## src/rtl/uart_pkg.sv

```systemverilog
// Shared types and constants for the UART transmit scheduler.
// Optional feature macro: UART_PARITY_EN (adds the PARITY state and even-parity helper).
package uart_pkg;

  localparam int UART_DATA_BITS       = 8;
  localparam int CLKS_PER_BIT_DEFAULT = 638;

`ifdef UART_PARITY_EN
  typedef enum logic [2:0] {
    IDLE   = 3'd0,
    START  = 3'd1,
    DATA   = 3'd2,
    PARITY = 3'd3,
    STOP   = 3'd4
  } tx_state_e;

  function automatic logic even_parity(input logic [UART_DATA_BITS-1:0] d);
    return ^d;
  endfunction
`else
  typedef enum logic [1:0] {
    IDLE  = 2'd0,
    START = 2'd1,
    DATA  = 2'd2,
    STOP  = 2'd3
  } tx_state_e;
`endif

endpackage

```

## src/rtl/uart_tx_sched_if.sv

```systemverilog
// Two-requester valid/ready byte interface into the UART transmit scheduler.
// Requesters drive valid/data through master; the scheduler answers ready through slave.
interface uart_tx_sched_if;
  import uart_pkg::*;

  logic                      req0_valid;
  logic [UART_DATA_BITS-1:0] req0_data;
  logic                      req0_ready;
  logic                      req1_valid;
  logic [UART_DATA_BITS-1:0] req1_data;
  logic                      req1_ready;

  modport master (
    output req0_valid, req0_data, req1_valid, req1_data,
    input  req0_ready, req1_ready
  );

  modport slave (
    input  req0_valid, req0_data, req1_valid, req1_data,
    output req0_ready, req1_ready
  );

endinterface

```

## src/rtl/uart_baud_cnt.sv

```systemverilog
// Bit-time counter: counts 0..CLKS_PER_BIT-1 while enabled, restarts on clear,
// and pulses tc_o on the last count of each bit.
module uart_baud_cnt
  import uart_pkg::*;
#(
  parameter int CLKS_PER_BIT = CLKS_PER_BIT_DEFAULT
) (
  input  logic clk,
  input  logic reset,
  input  logic clear_i,
  input  logic enable_i,
  output logic tc_o
);

  localparam int            CW   = (CLKS_PER_BIT > 1) ? $clog2(CLKS_PER_BIT) : 1;
  localparam logic [CW-1:0] LAST = CW'(CLKS_PER_BIT - 1);

  logic [CW-1:0] cnt_q, cnt_d;

  assign tc_o = enable_i && (cnt_q == LAST);

  always_comb begin
    cnt_d = cnt_q;
    if (clear_i) begin
      cnt_d = '0;
    end else if (enable_i) begin
      cnt_d = tc_o ? '0 : cnt_q + CW'(1);
    end
  end

  always_ff @(posedge clk or posedge reset) begin
    if (reset) begin
      cnt_q <= '0;
    end else begin
      cnt_q <= cnt_d;
    end
  end

endmodule

```

## src/rtl/uart_tx_sched.sv

```systemverilog
// Round-robin scheduler feeding two byte requesters into one 8N1 UART transmitter.
// Define UART_PARITY_EN to insert an even-parity bit between DATA and STOP (8E1).
module uart_tx_sched
  import uart_pkg::*;
#(
  parameter int CLKS_PER_BIT = CLKS_PER_BIT_DEFAULT
) (
  input  logic            clk,
  input  logic            reset,
  uart_tx_sched_if.slave  req_if,
  output logic            txd,
  output logic            busy,
  output logic            grant_id
);

  localparam logic [2:0] LAST_BIT = 3'(UART_DATA_BITS - 1);

  tx_state_e                 state_q, state_d;
  logic [UART_DATA_BITS-1:0] shift_q, shift_d;
  logic [2:0]                bit_idx_q, bit_idx_d;
  logic                      grant_q, grant_d;
  logic                      rr_last_q, rr_last_d;
  logic                      txd_q, txd_d;
  logic                      busy_q, busy_d;
  logic                      tc;
  logic                      sel;
  logic                      accept;
`ifdef UART_PARITY_EN
  logic                      parity_q, parity_d;
`endif

  // With both pending, the requester not served last wins; otherwise the lone one.
  assign sel    = (req_if.req0_valid && req_if.req1_valid) ? ~rr_last_q : req_if.req1_valid;
  assign accept = (state_q == IDLE) && (req_if.req0_valid || req_if.req1_valid);

  assign req_if.req0_ready = accept && !sel;
  assign req_if.req1_ready = accept && sel;

  uart_baud_cnt #(
    .CLKS_PER_BIT(CLKS_PER_BIT)
  ) u_baud (
    .clk      (clk),
    .reset    (reset),
    .clear_i  (state_d != state_q),
    .enable_i (state_q != IDLE),
    .tc_o     (tc)
  );

  always_ff @(posedge clk or posedge reset) begin
    if (reset) begin
      state_q   <= IDLE;
      shift_q   <= '0;
      bit_idx_q <= '0;
      grant_q   <= 1'b0;
      rr_last_q <= 1'b1;
      txd_q     <= 1'b1;
      busy_q    <= 1'b0;
    end else begin
      state_q   <= state_d;
      shift_q   <= shift_d;
      bit_idx_q <= bit_idx_d;
      grant_q   <= grant_d;
      rr_last_q <= rr_last_d;
      txd_q     <= txd_d;
      busy_q    <= busy_d;
    end
  end

  always_comb begin
    state_d = state_q;
    case (state_q)
      IDLE:    if (accept) state_d = START;
      START:   if (tc) state_d = DATA;
`ifdef UART_PARITY_EN
      DATA:    if (tc && (bit_idx_q == LAST_BIT)) state_d = PARITY;
      PARITY:  if (tc) state_d = STOP;
`else
      DATA:    if (tc && (bit_idx_q == LAST_BIT)) state_d = STOP;
`endif
      STOP:    if (tc) state_d = IDLE;
      default: state_d = IDLE;
    endcase
  end

  // txd/busy are computed from the next state so the registered line changes
  // on the same edge as the state it belongs to.
  always_comb begin
    shift_d   = shift_q;
    bit_idx_d = bit_idx_q;
    grant_d   = grant_q;
    rr_last_d = rr_last_q;
    txd_d     = 1'b1;
    if (accept) begin
      shift_d   = sel ? req_if.req1_data : req_if.req0_data;
      bit_idx_d = '0;
      grant_d   = sel;
      rr_last_d = sel;
    end else if ((state_q == DATA) && tc) begin
      shift_d   = shift_q >> 1;
      bit_idx_d = bit_idx_q + 3'd1;
    end
    case (state_d)
      START:   txd_d = 1'b0;
      DATA:    txd_d = shift_d[0];
`ifdef UART_PARITY_EN
      PARITY:  txd_d = parity_q;
`endif
      default: txd_d = 1'b1;
    endcase
    busy_d = (state_d != IDLE);
  end

`ifdef UART_PARITY_EN
  assign parity_d = accept ? even_parity(shift_d) : parity_q;

  always_ff @(posedge clk or posedge reset) begin
    if (reset) begin
      parity_q <= 1'b0;
    end else begin
      parity_q <= parity_d;
    end
  end
`endif

  assign txd      = txd_q;
  assign busy     = busy_q;
  assign grant_id = grant_q;

endmodule
```

## src/flat_wrapper.sv

```systemverilog
// flat-port wrapper written by rule: the top's interface ports become plain ports
module uart_tx_sched_flat import uart_pkg::*;
#(
  parameter int CLKS_PER_BIT = CLKS_PER_BIT_DEFAULT
)
  (clk, reset, txd, busy, grant_id, req_if_req0_valid, req_if_req0_data, req_if_req1_valid, req_if_req1_data, req_if_req0_ready, req_if_req1_ready);
  uart_tx_sched_if req_if_i ();
  input  logic clk;
  input  logic reset;
  output logic txd;
  output logic busy;
  output logic grant_id;
  input wire logic [$bits(req_if_i.req0_valid)-1:0] req_if_req0_valid;
  input wire logic [$bits(req_if_i.req0_data)-1:0] req_if_req0_data;
  input wire logic [$bits(req_if_i.req1_valid)-1:0] req_if_req1_valid;
  input wire logic [$bits(req_if_i.req1_data)-1:0] req_if_req1_data;
  output wire logic [$bits(req_if_i.req0_ready)-1:0] req_if_req0_ready;
  output wire logic [$bits(req_if_i.req1_ready)-1:0] req_if_req1_ready;
  assign req_if_i.req0_valid = req_if_req0_valid;
  assign req_if_i.req0_data = req_if_req0_data;
  assign req_if_i.req1_valid = req_if_req1_valid;
  assign req_if_i.req1_data = req_if_req1_data;
  assign req_if_req0_ready = req_if_i.req0_ready;
  assign req_if_req1_ready = req_if_i.req1_ready;
  uart_tx_sched #(.CLKS_PER_BIT(CLKS_PER_BIT)) u_core (.clk(clk), .reset(reset), .req_if(req_if_i), .txd(txd), .busy(busy), .grant_id(grant_id));
endmodule
```

## config.mk

```make
export PLATFORM = sky130hd
export DESIGN_NAME = uart_tx_sched_flat
export DESIGN_NICKNAME = d
export VERILOG_FILES = /design/src/rtl/uart_pkg.sv /design/src/rtl/uart_tx_sched_if.sv /design/src/rtl/uart_baud_cnt.sv /design/src/rtl/uart_tx_sched.sv /design/src/flat_wrapper.sv
export SDC_FILE = /design/constraint.sdc
export NUM_CORES = 1
export LEC_CHECK = 0
export ABC_AREA = 0
export BUFFER_PORTS_ARGS = -buffer_cell sky130_fd_sc_hd__buf_2
export CORE_MARGIN = 2
export CORE_UTILIZATION = 36
export DETAILED_ROUTE_END_ITERATION = 8
export HOLD_SLACK_MARGIN = 0.15
export MAX_ROUTING_LAYER = met4
export PLACE_DENSITY_LB_ADDON = 0.25
export SLEW_MARGIN = 20
export SYNTH_ARGS = -nofsm -noshare
export SYNTH_HDL_FRONTEND = slang
export SYNTH_HIERARCHICAL = 1
export SYNTH_SLANG_ARGS = --single-unit
```

## constraint.sdc

```tcl
create_clock -name clk -period 6.1 [get_ports clk]
set_clock_uncertainty 0.2 [all_clocks]
set_input_delay 0.61 -clock clk [delete_from_list [all_inputs] [get_ports clk]]
set_output_delay 0.61 -clock clk [all_outputs]
set_load 0.05 [all_outputs]
```

# Word-level counts from Yosys, hierarchy flattened
# Index checks and enable logic that the tools add are counted.
word_totals:
  reg_bits: 27
  latchBits: 0
  ramBits: 0
  rom_bits: 0
  input_bits: 20
  mem_count: 0
classes:
  addsub: 2
  n_mul: 0
  n_div: 0
  n_lt_le_gt_ge: 0
  n_eq_ne: 8
  n_shift: 0
  n_mux: 15
  bitwise: 1
  n_reduce_logical: 14
ops:
  columns: ["operator", "n"]
  rows:
  - ["2-to-1 mux 10 bit", 3]
  - ["2-to-1 mux 8 bit", 3]
  - ["adder 10 x 1 -> 10 bit (second input constant)", 1]
  - ["== test 10 bit (second input constant)", 1]
  - ["2-to-1 mux 2 bit", 4]
  - ["one-hot mux 2 bit (4 select lines)", 1]
  - ["nonzero test 2 bit", 4]
  - ["logical AND 1 bit", 7]
  - ["== test 2 bit (second input constant)", 3]
  - ["2-to-1 mux 3 bit", 2]
  - ["== test 2 x 1 -> 1 bit (second input constant)", 2]
  - ["adder 3 x 1 -> 3 bit (second input constant)", 1]
  - ["== test 3 bit (second input constant)", 1]
  - ["logical NOT 2 bit", 1]
  - ["!= test 2 bit", 1]
  - ["one-hot mux 1 bit (2 select lines)", 1]
  - ["logical NOT 1 bit", 1]
  - ["logical OR 1 bit", 1]
  - ["2-to-1 mux 1 bit", 1]
  - ["NOT 1 bit", 1]

# Logic depth before layout (Yosys ltp)
# Gate-level depths: netlist (run 1).
depth:
  ltp_word: 7
  ltp_mapped: 11
  depth_no_buf: 9

# By module
# The synthesis (run 1) kept the hierarchy.
by_module_without_submodules:
  columns: ["mod", "n_inst", "cells_per_inst", "area_each_um2", "seq_area_each_um2"]
  rows:
  - ["uart_tx_sched", 1, 94, 955.9, 427.9]
  - ["uart_baud_cnt", 1, 58, 571.8, 250.2]

# Worst setup path before layout (run 1)
# No wires, ideal clock.
synth_path:
  path_type: "register to register"
  startpoint: "reg u_core.state_q[0]"
  endpoint: "reg u_core.u_baud.cnt_q[8]"
  arrival_ns: 2.971
  t_required_ns: 5.822
  path_slack_ns: 2.851
  stages_incl_launch_ff: 12
  n_path_buf: 2
  synth_period_minus_slack_ns: 3.249
  cell_sequence: "dfrtp_1 buf_6 nor2_8 inv_1 buf_2 nand2_1 nor4_1 inv_1 o21ai_0 o21ai_1 or4_1 a21oi_1"
synth_between:
  elab_chain_cells: 7
  word_cells_on_any_way: 18
  classes_between: "4 x eq/ne; 8 x mux; 6 x reduce/logical"
synth_rtl:
  columns: ["item", "line", "source"]
  rows:
  - ["start, declared", "uart_tx_sched.sv:18", "tx_state_e state_q, state_d;"]
  - ["start signal, assigned", "uart_tx_sched.sv:59", "state_q <= state_d;"]
  - ["nonzero test 2 bit *", "uart_tx_sched.sv:45", ".enable_i (state_q != IDLE),"]
  - ["logical AND 1 bit *", "uart_baud_cnt.sv:20", "assign tc_o = enable_i && (cnt_q == LAST);"]
  - ["net u_core.tc", "uart_tx_sched.sv:25", "logic tc;"]
  - ["logical AND 1 bit", "uart_tx_sched.sv:78", "DATA: if (tc && (bit_idx_q == LAST_BIT)) state_d = STOP;"]
  - ["2-to-1 mux 2 bit", "uart_tx_sched.sv:78", null]
  - ["one-hot mux 2 bit (4 select lines)", "uart_tx_sched.sv:71", "case (state_q)"]
  - ["!= test 2 bit", "uart_tx_sched.sv:44", ".clear_i (state_d != state_q),"]
  - ["2-to-1 mux 10 bit or nonzero test 2 bit (tied branches)", null, null]
  - ["end signal, assigned", "uart_baud_cnt.sv:35", "cnt_q <= cnt_d;"]
  - ["end, declared", "uart_baud_cnt.sv:18", "logic [CW-1:0] cnt_q, cnt_d;"]
# The timed path passes the listed nets; every way through them passes the cells marked *. The select of a mux whose other input is x is not followed.
# A chain may end at the register's enable or synchronous reset.

# Worst setup path in the final report (run 1)
layout_path:
  startpoint: "reg u_core.state_q[1]"
  endpoint: "reg u_core.u_baud.cnt_q[8]"
# The elaborated chain is that of the path after synthesis.

==> results of run 1 <==
[how the worst max path moves through the flow]
stage                                           start                            endpoint  slack, ns  depth (start not counted)
after global routing      u_core/state_q[0]$_DFF_PP0_  u_core/u_baud/cnt_q[8]$_DFFE_PP0P_       1.76                          9
after global placement    u_core/state_q[0]$_DFF_PP0_  u_core/u_baud/cnt_q[8]$_DFFE_PP0P_       2.37                          9
after CTS                 u_core/state_q[1]$_DFF_PP0_  u_core/u_baud/cnt_q[8]$_DFFE_PP0P_       2.06                          9
after floorplan           u_core/state_q[0]$_DFF_PP0_  u_core/u_baud/cnt_q[8]$_DFFE_PP0P_       2.85                         11
final                     u_core/state_q[1]$_DFF_PP0_  u_core/u_baud/cnt_q[8]$_DFFE_PP0P_       2.03                          9
after detailed placement  u_core/state_q[0]$_DFF_PP0_  u_core/u_baud/cnt_q[8]$_DFFE_PP0P_       2.08                          9
[sequential cells by signal, indices dropped and copies added (netlist names)]
signal	flops
u_core/state_q	2
u_core/txd	1
u_core/shift_q	8
u_core/busy	1
u_core/u_baud/cnt_q	10
u_core/grant_id	1
u_core/rr_last_q	1
u_core/bit_idx_q	3
[cells by family after synthesis]
family / synth area share
AO/OA/AOI/OAI: 0.249
AND/OR/NAND/NOR: 0.174
flip-flops: 0.444
buffers and inverters: 0.0573
XOR/XNOR: 0.0229
adder cells (fa/ha/maj): 0.0328
multiplexers: 0.0205
[final cells by class]
cell class / count / area share
multi-input combinational: 110 / 0.444
timing repair buffer: 25 / 0.0759
tap: 50 / 0.0365
inverter: 10 / 0.0219
clock buffer: 4 / 0.0263
sequential: 27 / 0.395
[timing repair]
action,CTS,global route
hold endpoints to repair,10,0
hold buffers,1,0
setup endpoints to repair,0,0
[power breakdown]
part / switching [mW] / internal [mW]
combinational: 0.0697 / 0.0518
clock: 0.0513 / 0.0467
sequential: 0.0409 / 0.221
total: 0.162 / 0.320
[cells in the final DEF (no fill, tap or decap), drive strengths merged, types with 3 or more instances in the layout]
| master | synthesis | routed |
|---|---|---|
| o21ai | 16 | 16 |
| inv | 10 | 10 |
| a22oi | 8 | 8 |
| clkbuf | 0 | 4 |
| o31ai | 3 | 3 |
| nand2 | 10 | 10 |
| ha | 4 | 4 |
| or3 | 3 | 3 |
| dfrtp | 25 | 25 |
| or4 | 3 | 3 |
| nor2 | 17 | 17 |
| nand3 | 3 | 3 |
| a21oi | 9 | 9 |
| buf | 5 | 24 |
| a31oi | 7 | 7 |
[through the flow]
stage | instances | utilization | cell area (um2) | setup slack (ns) | hold WS, ns
6_report | 226 | 0.426 | 1720 | 2.03 | 0.303
3_3_place_gp | 221 | 0.412 | 1660 | 2.37 | 0.262
3_5_place_dp | 221 | 0.412 | 1660 | 2.08 | 0.287
5_1_grt | 226 | 0.426 | 1720 | 1.76 | 0.322
4_1_cts | 226 | 0.426 | 1720 | 2.06 | 0.311
2_1_floorplan | 152 | - | 1530 | 2.85 | 0.250
[metal layers]
metal / share of wire / vias to the layer above / routed length [um] / global-route usage
li1: - / 611 / - / -
met5: 0 / - / 0 / -
met3: 0.035 / 2 / 113 / 0.0175
met2: 0.48 / 35 / 1570 / 0.240
met4: 0.0056 / 0 / 18 / 0.0523
met1: 0.48 / 575 / 1540 / 0.190
==> summary.json, run 1 <==
{
  "period_minus_slack": {"value": 4.07, "unit": "ns"},
  "run_status": {"value": "completed"},
  "setup.worst_path.start_class": {"value": "flip-flop"},
  "ff2ff_setup_slack": {"value": 2.03, "unit": "ns"},
  "sequential_cell_area": {"value": 678, "unit": "um2"},
  "io_buffer_count": {"value": 24},
  "max_cap_viol_count": {"value": 0},
  "cts_num_sinks": {"value": 27},
  "cts_inserted_buffers": {"value": 3},
  "critical_path.max_fanout": {"value": 10},
  "postSynthCellCount": {"value": 152},
  "synth-async-reset-ratio": {"value": 1.00},
  "total_power_of_the_final_layout": {"value": 482, "unit": "uW"},
  "critical-path-slowest-cell": {"value": "sky130_fd_sc_hd__nor4_1"},
  "synthFlopType": {"value": "sky130_fd_sc_hd__dfrtp_1"},
  "hpwlAfterDp": {"value": 2440, "unit": "um"},
  "worst_ir_drop_vdd": {"value": 118, "unit": "uV"},
  "timing.hold.worst.class": {"value": "reg2reg"},
  "synth_commonest_cells": {"value": "25 x sky130_fd_sc_hd__dfrtp_1, 15 x sky130_fd_sc_hd__nor2_1, 15 x sky130_fd_sc_hd__o21ai_0"},
  "n_fill_cell": {"value": 397},
  "cts_tree": {"value": "done"},
  "cts.root.buffer_cell": {"value": "sky130_fd_sc_hd__clkbuf_8"},
  "synth_most_common_cell": {"value": "sky130_fd_sc_hd__dfrtp_1"},
  "placement_row_count": {"value": 23},
  "worst-endpoint-arrival": {"value": 4.06, "unit": "ns"},
  "wl_per_cell": {"value": 14.3, "unit": "um"},
  "number_of_cells_on_the_worst_hold_path": {"value": 1},
  "tightest_slew": {"value": 1.04, "unit": "ns"},
  "drv_slew": {"value": 0},
  "number_of_register_bits_inferred_by_synthesis": {"value": 27},
  "detail_route.wirelength": {"value": 3240, "unit": "um"},
  "drt_drc_violations_left": {"value": 0},
  "timing.rr.end": {"value": "u_core/u_baud/cnt_q[8]$_DFFE_PP0P_"},
  "ctsResizeCount": {"value": 0},
  "track_usage": {"value": 0.148},
  "io_pins": {"value": 25},
  "powerDensity": {"value": 281, "unit": "nW/um2"},
  "setup_viol": {"value": 0},
  "leakage_power": {"value": 0.755, "unit": "nW"},
  "hold_start": {"value": "u_core/grant_id$_DFFE_PP0P_"},
  "worst_path_most_repeated_cell": {"value": "sky130_fd_sc_hd__inv_1"},
  "critical_path.top_delay_family": {"value": "simple AND/OR/NAND/NOR gates"},
  "fraction_of_the_cycle_the_final_worst_path_needs": {"value": 0.667},
  "fmax": {"value": 0.246, "unit": "GHz"},
  "area_occupied_by_multi_input_gates": {"value": 762, "unit": "um2"},
  "slowest_delay": {"value": 0.86, "unit": "ns"},
  "yosysTopAreaCell": {"value": "sky130_fd_sc_hd__dfrtp_1"},
  "nets": {"value": 201},
  "worst_path_buf_inv": {"value": 2},
  "dieHeight": {"value": 69.1, "unit": "um"},
  "cts.htree.levels": {"value": 1},
  "timing.rr.start": {"value": "u_core/state_q[1]$_DFF_PP0_"},
  "routed_via_density": {"value": 5.41},
  "fp.dieArea": {"value": 4780, "unit": "um2"},
  "synth_warnings": {"value": 6},
  "critical_path_endpoint_category": {"value": "flip-flop"},
  "die_w": {"value": 69.1, "unit": "um"},
  "first_global_vias": {"value": 1229},
  "yosysTopAreaCellShare": {"value": 0.410},
  "final-hold-violation-count": {"value": 0},
  "cts_buffer_depth": {"value": 2},
  "clk_pin_slew": {"value": 0.09, "unit": "ns"},
  "area_delta_synth_final": {"value": 12.3, "unit": "%"},
  "worst-setup-path-type": {"value": "reg2reg"},
  "post_synth_main_area_contributors": {"value": "sky130_fd_sc_hd__dfrtp_1 41%, sky130_fd_sc_hd__o21ai_0 4.9%, sky130_fd_sc_hd__nor2_1 3.7%"},
  "timing.reg2reg.worst_path_depth": {"value": 9},
  "mean_instance_size_in_the_synthesized_netlist": {"value": 10.1, "unit": "um2"},
  "global_route_wire_length_before_repair": {"value": 5680, "unit": "um"},
  "grt_start_max_net_pins": {"value": 18},
  "antennaDiodeCount": {"value": 0},
  "layout_cell_share_with_drive_strength_beyond_1": {"value": 0.227},
  "detail_route.first_pass.iterations": {"value": 4},
  "critical_path_required": {"value": 6.09, "unit": "ns"},
  "synth_edf_count": {"value": 0},
  "start_util": {"value": 0.379},
  "detailroute.via_count": {"value": 1223},
  "slew-limit-headroom": {"value": 0.301},
  "initialDrtViolationCount": {"value": 52},
  "finalSetupTns": {"value": 0, "unit": "ns"},
  "floorplan.core_area": {"value": 4030, "unit": "um2"},
  "mappedNetlistArea": {"value": 1530, "unit": "um2"},
  "yosys_cell_types": {"value": 44},
  "global_route.overflow_total": {"value": 0},
  "antenna_found_initial": {"value": 0},
  "gp_routability_congestion": {"value": 0.814},
  "crit_path_cell_trace": {"value": "nor2_8 -> inv_1 -> nand2_1 -> nor4_1 -> inv_1 -> o21ai_0 -> o21ai_1 -> or4_1 -> a21oi_1"},
  "route.antenna.remaining_nets": {"value": 0},
  "rsz0062_at_grt": {"value": "false"},
  "clock_latency": {"value": 0.26, "unit": "ns"},
  "hold_end": {"value": "u_core/grant_id$_DFFE_PP0P_"},
  "post_cts_setup_bufs": {"value": 0},
  "post_synthesis_sequential_area_ratio": {"value": 0.444},
  "postSynthNetCount": {"value": 176}
}
Note: power is estimated with default switching activity, not from simulation.
==> run 2: changes to the inputs <==
--- a/config.mk
+++ b/config.mk
@@ -5,7 +5,7 @@
 export SDC_FILE = /design/constraint.sdc
 export NUM_CORES = 1
 export LEC_CHECK = 0
-export ABC_AREA = 0
+export ABC_AREA = 1
 export BUFFER_PORTS_ARGS = -buffer_cell sky130_fd_sc_hd__buf_2
 export CORE_MARGIN = 2
 export CORE_UTILIZATION = 36
==> constraint.sdc (replaced) <==
create_clock -name clk -period 3.8 [get_ports clk]
set_clock_uncertainty 0.2 [all_clocks]
set_input_delay 0.38 -clock clk [delete_from_list [all_inputs] [get_ports clk]]
set_output_delay 0.38 -clock clk [all_outputs]
set_load 0.05 [all_outputs]
==> run 2 against run 1 <==
  * Via count rose by 17%
  * Core utilization rose by 0.15 points
  * Setup slack got worse by 0.97 ns
  * Cell count rose by 35%
  * Combinational power fell by 72%
  * Largest cell class unchanged
  * Final area rose by 8.5%
  * Critical endpoint is now u_core/shift_q[7]$_DFFE_PP0P_
  * Power rose by 1.0%
  * Critical path depth rose by 1
  * Wire length rose by 1.3%
  * Sequential share of layout area fell by 3.1 points
  * Global-route usage rose by 0.42 points
  * Register-to-register slack got worse by 0.97 ns
==> summary.json, run 2 <==
{
  "post_cts_hold_buffer_count": {"value": 3},
  "mappedNetlistArea": {"value": 1630, "unit": "um2"},
  "cts_num_sinks": {"value": 27},
  "number_of_register_bits_inferred_by_synthesis": {"value": 27},
  "synth_warnings": {"value": 6},
  "antenna_found_initial": {"value": 0},
  "clkPwrFrac": {"value": 0.333},
  "mean_instance_size_in_the_synthesized_netlist": {"value": 7.20, "unit": "um2"},
  "synthFlopType": {"value": "sky130_fd_sc_hd__dfrtp_1"},
  "cts.root.buffer_cell": {"value": "sky130_fd_sc_hd__clkbuf_8"},
  "cts_buffer_depth": {"value": 2},
  "track_usage": {"value": 0.152},
  "gp_routability_congestion": {"value": 0.925},
  "clk_pin_slew": {"value": 0.09, "unit": "ns"},
  "critical_path_required": {"value": 3.76, "unit": "ns"},
  "die_w": {"value": 71.2, "unit": "um"},
  "critical_path_endpoint_category": {"value": "flip-flop"},
  "power.sequential.fraction": {"value": 0.596},
  "cts_tree": {"value": "done"},
  "yosysTopAreaCellShare": {"value": 0.385},
  "placement_row_count": {"value": 24},
  "worst_ir_drop_vdd": {"value": 102, "unit": "uV"},
  "period_minus_slack": {"value": 2.74, "unit": "ns"},
  "total_power_of_the_final_layout": {"value": 487, "unit": "uW"},
  "cts.htree.levels": {"value": 1},
  "fp.dieArea": {"value": 5070, "unit": "um2"},
  "ctsResizeCount": {"value": 0},
  "post_cts_setup_bufs": {"value": 0},
  "detail_route.first_pass.iterations": {"value": 4},
  "global_route_wire_length_before_repair": {"value": 6060, "unit": "um"},
  "leading_cell_type_in_the_layout_fill_and_taps_excluded": {"value": "sky130_fd_sc_hd__nand2_1"},
  "synth-async-reset-ratio": {"value": 1.00},
  "start_util": {"value": 0.374},
  "synth-adder-area-share": {"value": 0.0308},
  "global_route.overflow_total": {"value": 0},
  "yosys_cell_types": {"value": 24},
  "drt_drc_violations_left": {"value": 0},
  "timing.reg2reg.worst_path_depth": {"value": 10},
  "postSynthNetCount": {"value": 250},
  "timing.hold.worst.class": {"value": "in2reg"},
  "first_global_vias": {"value": 1388},
  "synth-compound-area-share": {"value": 0.0300},
  "initialDrtViolationCount": {"value": 73},
  "tightest_slew": {"value": 0.669, "unit": "ns"},
  "grt_start_max_net_pins": {"value": 18},
  "rsz0062_at_grt": {"value": "false"},
  "post_synth_xor_xnor_area": {"value": 0.0108},
  "cts_inserted_buffers": {"value": 3},
  "largest_reg_flops": {"value": 10},
  "final-hold-violation-count": {"value": 0},
  "power_switching_share": {"value": 0.222},
  "layout_cell_share_with_drive_strength_beyond_1": {"value": 0.197},
  "worst-endpoint-arrival": {"value": 2.70, "unit": "ns"},
  "intPower": {"value": 379, "unit": "uW"},
  "slew-limit-headroom": {"value": 0.554},
  "floorplan.core_area": {"value": 4350, "unit": "um2"},
  "mux_cell_area_share_after_synthesis": {"value": 0},
  "io_pins": {"value": 25},
  "hpwlAfterDp": {"value": 2540, "unit": "um"},
  "nets": {"value": 279},
  "regMostFlops": {"value": "u_core/u_baud/cnt_q"},
  "finalSetupTns": {"value": 0, "unit": "ns"},
  "dieHeight": {"value": 71.2, "unit": "um"},
  "comb_power_share": {"value": 0.071},
  "setup_viol": {"value": 0},
  "run_status": {"value": "completed"},
  "max_cap_viol_count": {"value": 0},
  "area_delta_synth_final": {"value": 14.4, "unit": "%"},
  "fmax": {"value": 0.365, "unit": "GHz"},
  "reg.largest.list": {"value": "u_core/u_baud/cnt_q: 10 flops, u_core/shift_q: 8 flops, u_core/bit_idx_q: 3 flops"},
  "detailroute.via_count": {"value": 1430},
  "post_synth_main_area_contributors": {"value": "sky130_fd_sc_hd__dfrtp_1 38%, sky130_fd_sc_hd__nand2_1 18%, sky130_fd_sc_hd__nand3_1 6.8%"},
  "wl_per_cell": {"value": 10.7, "unit": "um"},
  "fraction_of_the_cycle_the_final_worst_path_needs": {"value": 0.721},
  "leakage_power": {"value": 0.964, "unit": "nW"},
  "route.antenna.remaining_nets": {"value": 0},
  "routed_via_density": {"value": 4.67},
  "fraction_of_the_mapped_netlist_area_in_simple_logic_gates": {"value": 0.415},
  "critical_path.max_fanout": {"value": 9},
  "powerDensity": {"value": 262, "unit": "nW/um2"},
  "final_cell_mix": {"value": "77 x sky130_fd_sc_hd__nand2_1, 29 x sky130_fd_sc_hd__inv_1, 25 x sky130_fd_sc_hd__dfrtp_1"},
  "clock_latency": {"value": 0.27, "unit": "ns"},
  "number_of_cells_on_the_worst_hold_path": {"value": 5},
  "yosysTopAreaCell": {"value": "sky130_fd_sc_hd__dfrtp_1"},
  "synth_most_common_cell": {"value": "sky130_fd_sc_hd__nand2_1"},
  "detail_route.wirelength": {"value": 3280, "unit": "um"},
  "synth_edf_count": {"value": 0},
  "worst-setup-path-type": {"value": "reg2reg"},
  "antennaDiodeCount": {"value": 0},
  "drv_slew": {"value": 0},
  "setup.worst_path.start_class": {"value": "flip-flop"},
  "postSynthCellCount": {"value": 226},
  "p_switching": {"value": 108, "unit": "uW"},
  "post_synthesis_sequential_area_ratio": {"value": 0.417},
  "synth_top_family_by_area": {"value": "simple AND/OR/NAND/NOR gates"},
  "synth_commonest_cells": {"value": "77 x sky130_fd_sc_hd__nand2_1, 29 x sky130_fd_sc_hd__inv_1, 25 x sky130_fd_sc_hd__dfrtp_1"},
  "io_buffer_count": {"value": 24}
}
-- run 2: changes by cell type after synthesis, moves of 4 or more --
| cell | delta |
|---|---|
| sky130_fd_sc_hd__a22oi_1 | -7 |
| sky130_fd_sc_hd__nor2_1 | +7 |
| sky130_fd_sc_hd__nand2_1 | +67 |
| sky130_fd_sc_hd__a31oi_1 | -6 |
| sky130_fd_sc_hd__inv_1 | +19 |
| sky130_fd_sc_hd__nand3_1 | +20 |
| sky130_fd_sc_hd__nand4_1 | +8 |
| sky130_fd_sc_hd__inv_2 | +4 |
| sky130_fd_sc_hd__o21ai_0 | -15 |
| sky130_fd_sc_hd__a21oi_1 | -6 |
| sky130_fd_sc_hd__nand2_2 | +5 |
-- run 2: final cells by class --
type / instances / area (um2)
multi-input combinational: 162 / 792
sequential: 27 / 678
timing repair buffer: 27 / 150
fill: 451 / 2490
inverter: 34 / 130
clock buffer: 4 / 45.0
tap: 52 / 65.1
-- run 2: per-stage QoR --
stage                     setup WS, ns  utilization  hold WS, ns  instances  cell area (um2)
final                             1.06        0.427        0.214        306             1860
after global routing             0.872        0.427        0.230        306             1860
after CTS                         1.09        0.427        0.207        306             1860
after detailed placement          1.16        0.410        0.207        299             1790
after global placement            1.28        0.410        0.199        299             1790
after floorplan                   1.45            -       0.0202        226             1630
-- run 2: cell families after synthesis --
group,after synthesis
adder cells (fa/ha/maj),4
buffers and inverters,37
AO/OA/AOI/OAI,8
XOR/XNOR,2
flip-flops,27
AND/OR/NAND/NOR,148
-- run 2: worst max-delay path, stage by stage (launching register included) --
cell	delay (ns)
sky130_fd_sc_hd__dfrtp_1	0.43
sky130_fd_sc_hd__inv_2	0.09
sky130_fd_sc_hd__nand2_1	0.22
sky130_fd_sc_hd__nand4_1	0.13
sky130_fd_sc_hd__nor3_1	0.47
sky130_fd_sc_hd__nand3_1	0.18
sky130_fd_sc_hd__nand2_1	0.11
sky130_fd_sc_hd__inv_2	0.09
sky130_fd_sc_hd__nand2_1	0.08
sky130_fd_sc_hd__nand3_1	0.07
sky130_fd_sc_hd__dlygate4sd3_1	0.55
-- run 2: worst paths after layout --
kind	startpoint	to	slack [ns]
max in group asynchronous	reset	u_core/shift_q[3]$_DFFE_PP0P_	2.42
min reg2reg	u_core/rr_last_q$_DFFE_PP1P_	u_core/rr_last_q$_DFFE_PP1P_	0.28
max reg2reg	u_core/state_q[0]$_DFF_PP0_	u_core/shift_q[7]$_DFFE_PP0P_	1.06
max	u_core/state_q[0]$_DFF_PP0_	u_core/shift_q[7]$_DFFE_PP0P_	1.06
min in group asynchronous	reset	u_core/u_baud/cnt_q[0]$_DFFE_PP0P_	0.43
min	req_if_req0_data[6]	u_core/shift_q[6]$_DFFE_PP0P_	0.21
-- run 2: metal layers --
metal	GRT usage	wire [um]
met5	-	0
met4	0.0545	44
met3	0.0211	116
met1	0.195	1560
met2	0.246	1550
-- run 2: power groups by stage --
stage          sequential (mW)  clock (mW)  combinational [mW]
2_1_floorplan            0.298           0              0.0176
3_3_place_gp             0.296           0              0.0334
3_5_place_dp             0.296           0              0.0332
4_1_cts                  0.290       0.171              0.0355
5_1_grt                  0.290       0.181              0.0402
6_report                 0.290       0.162              0.0345
==> run 3: changes to the inputs <==
==> constraint.sdc (replaced) <==
create_clock -name clk -period 2.4 [get_ports clk]
set_clock_uncertainty 0.2 [all_clocks]
set_input_delay 0.24 -clock clk [delete_from_list [all_inputs] [get_ports clk]]
set_output_delay 0.24 -clock clk [all_outputs]
set_load 0.05 [all_outputs]
==> run 3 against run 2 <==
  * Maximum frequency grew 27%
  * Global-route usage shrank 0.26 points
  * Wire length grew 3.5%
  * Via count grew 4.8%
  * Critical path depth grew 2
  * Critical path type unchanged
  * Hold slack gained 0.020 ns
  * First-iteration DRC count grew 14%
==> summary.json, run 3 (same netlist as run 2, synthesis figures left out) <==
{
  "run_status": {"value": "completed"},
  "cts.htree.levels": {"value": 1},
  "gp_routability_congestion": {"value": 0.871},
  "leading_cell_type_in_the_layout_fill_and_taps_excluded": {"value": "sky130_fd_sc_hd__nand2_1"},
  "fraction_of_the_cycle_the_final_worst_path_needs": {"value": 0.902},
  "cts_inserted_buffers": {"value": 3},
  "worst_ir_drop_vdd": {"value": 190, "unit": "uV"},
  "cts_num_sinks": {"value": 27},
  "antenna_found_initial": {"value": 0},
  "reg.largest.list": {"value": "u_core/u_baud/cnt_q: 10 flops, u_core/shift_q: 8 flops, u_core/bit_idx_q: 3 flops"},
  "period_minus_slack": {"value": 2.16, "unit": "ns"},
  "placement.setup.worst_slack": {"value": 0.0398, "unit": "ns"},
  "cts_buffer_depth": {"value": 2},
  "clock_latency": {"value": 0.27, "unit": "ns"},
  "tightest_slew": {"value": 0.674, "unit": "ns"},
  "final_cell_mix": {"value": "77 x sky130_fd_sc_hd__nand2_1, 29 x sky130_fd_sc_hd__inv_1, 25 x sky130_fd_sc_hd__dfrtp_1"},
  "timing.hold.worst.class": {"value": "in2reg"},
  "area_occupied_by_multi_input_gates": {"value": 812, "unit": "um2"},
  "critical_path_endpoint_category": {"value": "flip-flop"},
  "powerDensity": {"value": 385, "unit": "nW/um2"},
  "slew-limit-headroom": {"value": 0.550},
  "antennaDiodeCount": {"value": 0},
  "cts.root.buffer_cell": {"value": "sky130_fd_sc_hd__clkbuf_8"},
  "leakage_power": {"value": 1.05, "unit": "nW"},
  "total_power_of_the_final_layout": {"value": 793, "unit": "uW"},
  "hpwlAfterDp": {"value": 2580, "unit": "um"},
  "drt_drc_violations_left": {"value": 0},
  "detail_route.wirelength": {"value": 3390, "unit": "um"},
  "critical_path_required": {"value": 2.41, "unit": "ns"},
  "start_util": {"value": 0.374},
  "cts_tree": {"value": "done"},
  "io_pins": {"value": 25},
  "worst-setup-path-type": {"value": "reg2reg"},
  "setup.worst_path.start_class": {"value": "flip-flop"},
  "placement_row_count": {"value": 24},
  "sequential_cell_area": {"value": 678, "unit": "um2"},
  "postLayoutSetupSlackWorst": {"value": 0.235, "unit": "ns"},
  "drv_slew": {"value": 0},
  "finalSetupTns": {"value": 0, "unit": "ns"},
  "route.antenna.remaining_nets": {"value": 0},
  "track_usage": {"value": 0.149},
  "setup_viol": {"value": 0},
  "dieHeight": {"value": 71.2, "unit": "um"},
  "initialDrtViolationCount": {"value": 83},
  "worst-endpoint-arrival": {"value": 2.17, "unit": "ns"},
  "wl_per_cell": {"value": 10.4, "unit": "um"},
  "die_w": {"value": 71.2, "unit": "um"},
  "layout_cell_share_with_drive_strength_beyond_1": {"value": 0.209},
  "largest_reg_flops": {"value": 10},
  "instances_no_fill": {"value": 325},
  "io_buffer_count": {"value": 24},
  "fmax": {"value": 0.462, "unit": "GHz"},
  "regMostFlops": {"value": "u_core/u_baud/cnt_q"},
  "critical_path.max_fanout": {"value": 5},
  "nets": {"value": 298},
  "first_global_vias": {"value": 1418},
  "global_route_wire_length_before_repair": {"value": 5910, "unit": "um"},
  "detail_route.first_pass.iterations": {"value": 4},
  "n_fill_cell": {"value": 419},
  "routed_via_density": {"value": 4.61},
  "clk_pin_slew": {"value": 0.09, "unit": "ns"},
  "global_route.overflow_total": {"value": 0},
  "post-route-util": {"value": 0.473},
  "area_delta_synth_final": {"value": 26.5, "unit": "%"},
  "floorplan.core_area": {"value": 4350, "unit": "um2"},
  "final-hold-violation-count": {"value": 0},
  "fp.dieArea": {"value": 5070, "unit": "um2"},
  "max_cap_viol_count": {"value": 0},
  "rsz0062_at_grt": {"value": "false"},
  "grt_start_max_net_pins": {"value": 18},
  "place_inst": {"value": 303},
  "detailroute.via_count": {"value": 1498}
}
[run 3: final timing paths]
kind,end,cells after the start,slack (ns),from
setup / recovery,u_core/u_baud/cnt_q[8]$_DFFE_PP0P_,12,0.24,u_core/u_baud/cnt_q[6]$_DFFE_PP0P_
hold / removal,u_core/shift_q[7]$_DFFE_PP0P_,4,0.23,req_if_req1_valid
setup reg to reg,u_core/u_baud/cnt_q[8]$_DFFE_PP0P_,12,0.24,u_core/u_baud/cnt_q[6]$_DFFE_PP0P_
min in group asynchronous,u_core/u_baud/cnt_q[8]$_DFFE_PP0P_,3,0.30,reset
hold reg to reg,u_core/rr_last_q$_DFFE_PP1P_,2,0.28,u_core/rr_last_q$_DFFE_PP1P_
max in group asynchronous,u_core/bit_idx_q[2]$_DFFE_PP0P_,3,1.16,reset
[run 3: repair_timing]
item	in CTS	in global routing
gates resized for setup	0	3
endpoints found under the setup margin	0	10
hold endpoints to repair	33	0
setup buffers	0	1
hold buffers	17	0
[run 3: power breakdown]
part | switching [mW] | internal [mW]
Combinational | 0.0356 | 0.0429
Clock | 0.136 | 0.119
Sequential | 0.00137 | 0.458
[run 3: through the flow]
step | cell area [um2] | hold WS (ns)
floorplan | 1630 | -0.120
global placement | 1820 | 0.0564
detailed placement | 1820 | 0.0604
CTS | 2030 | 0.222
global route | 2060 | 0.274
finish | 2060 | 0.233
[run 3: metal layers]
metal / up-vias / track usage / part of all wire
met3: 2 / 0.0211 / 0.028
met5: - / - / 0
met2: 22 / 0.258 / 0.49
li1: 802 / - / -
met1: 672 / 0.181 / 0.47
met4: 0 / 0.0440 / 0.0065
[run 3: final cells by class]
type	instances	share of cell area
clock buffer	4	0.0219
inverter	34	0.0632
multi-input combinational	162	0.395
sequential	27	0.329
tap	52	0.0316
timing repair buffer	46	0.159
[run 3: critical path, stage by stage (launching register included)]
cell and delay [ns]:
sky130_fd_sc_hd__dfrtp_1 0.45, sky130_fd_sc_hd__nand2_1 0.10, sky130_fd_sc_hd__inv_1 0.08, sky130_fd_sc_hd__nand3_1 0.09, sky130_fd_sc_hd__nor3_2 0.23, sky130_fd_sc_hd__nand4_1 0.19
sky130_fd_sc_hd__a31oi_4 0.22, sky130_fd_sc_hd__nor2_4 0.09, sky130_fd_sc_hd__nor2_4 0.13, sky130_fd_sc_hd__nand2_2 0.07, sky130_fd_sc_hd__o21ai_1 0.12, sky130_fd_sc_hd__nand2_1 0.07
sky130_fd_sc_hd__nor2_2 0.07
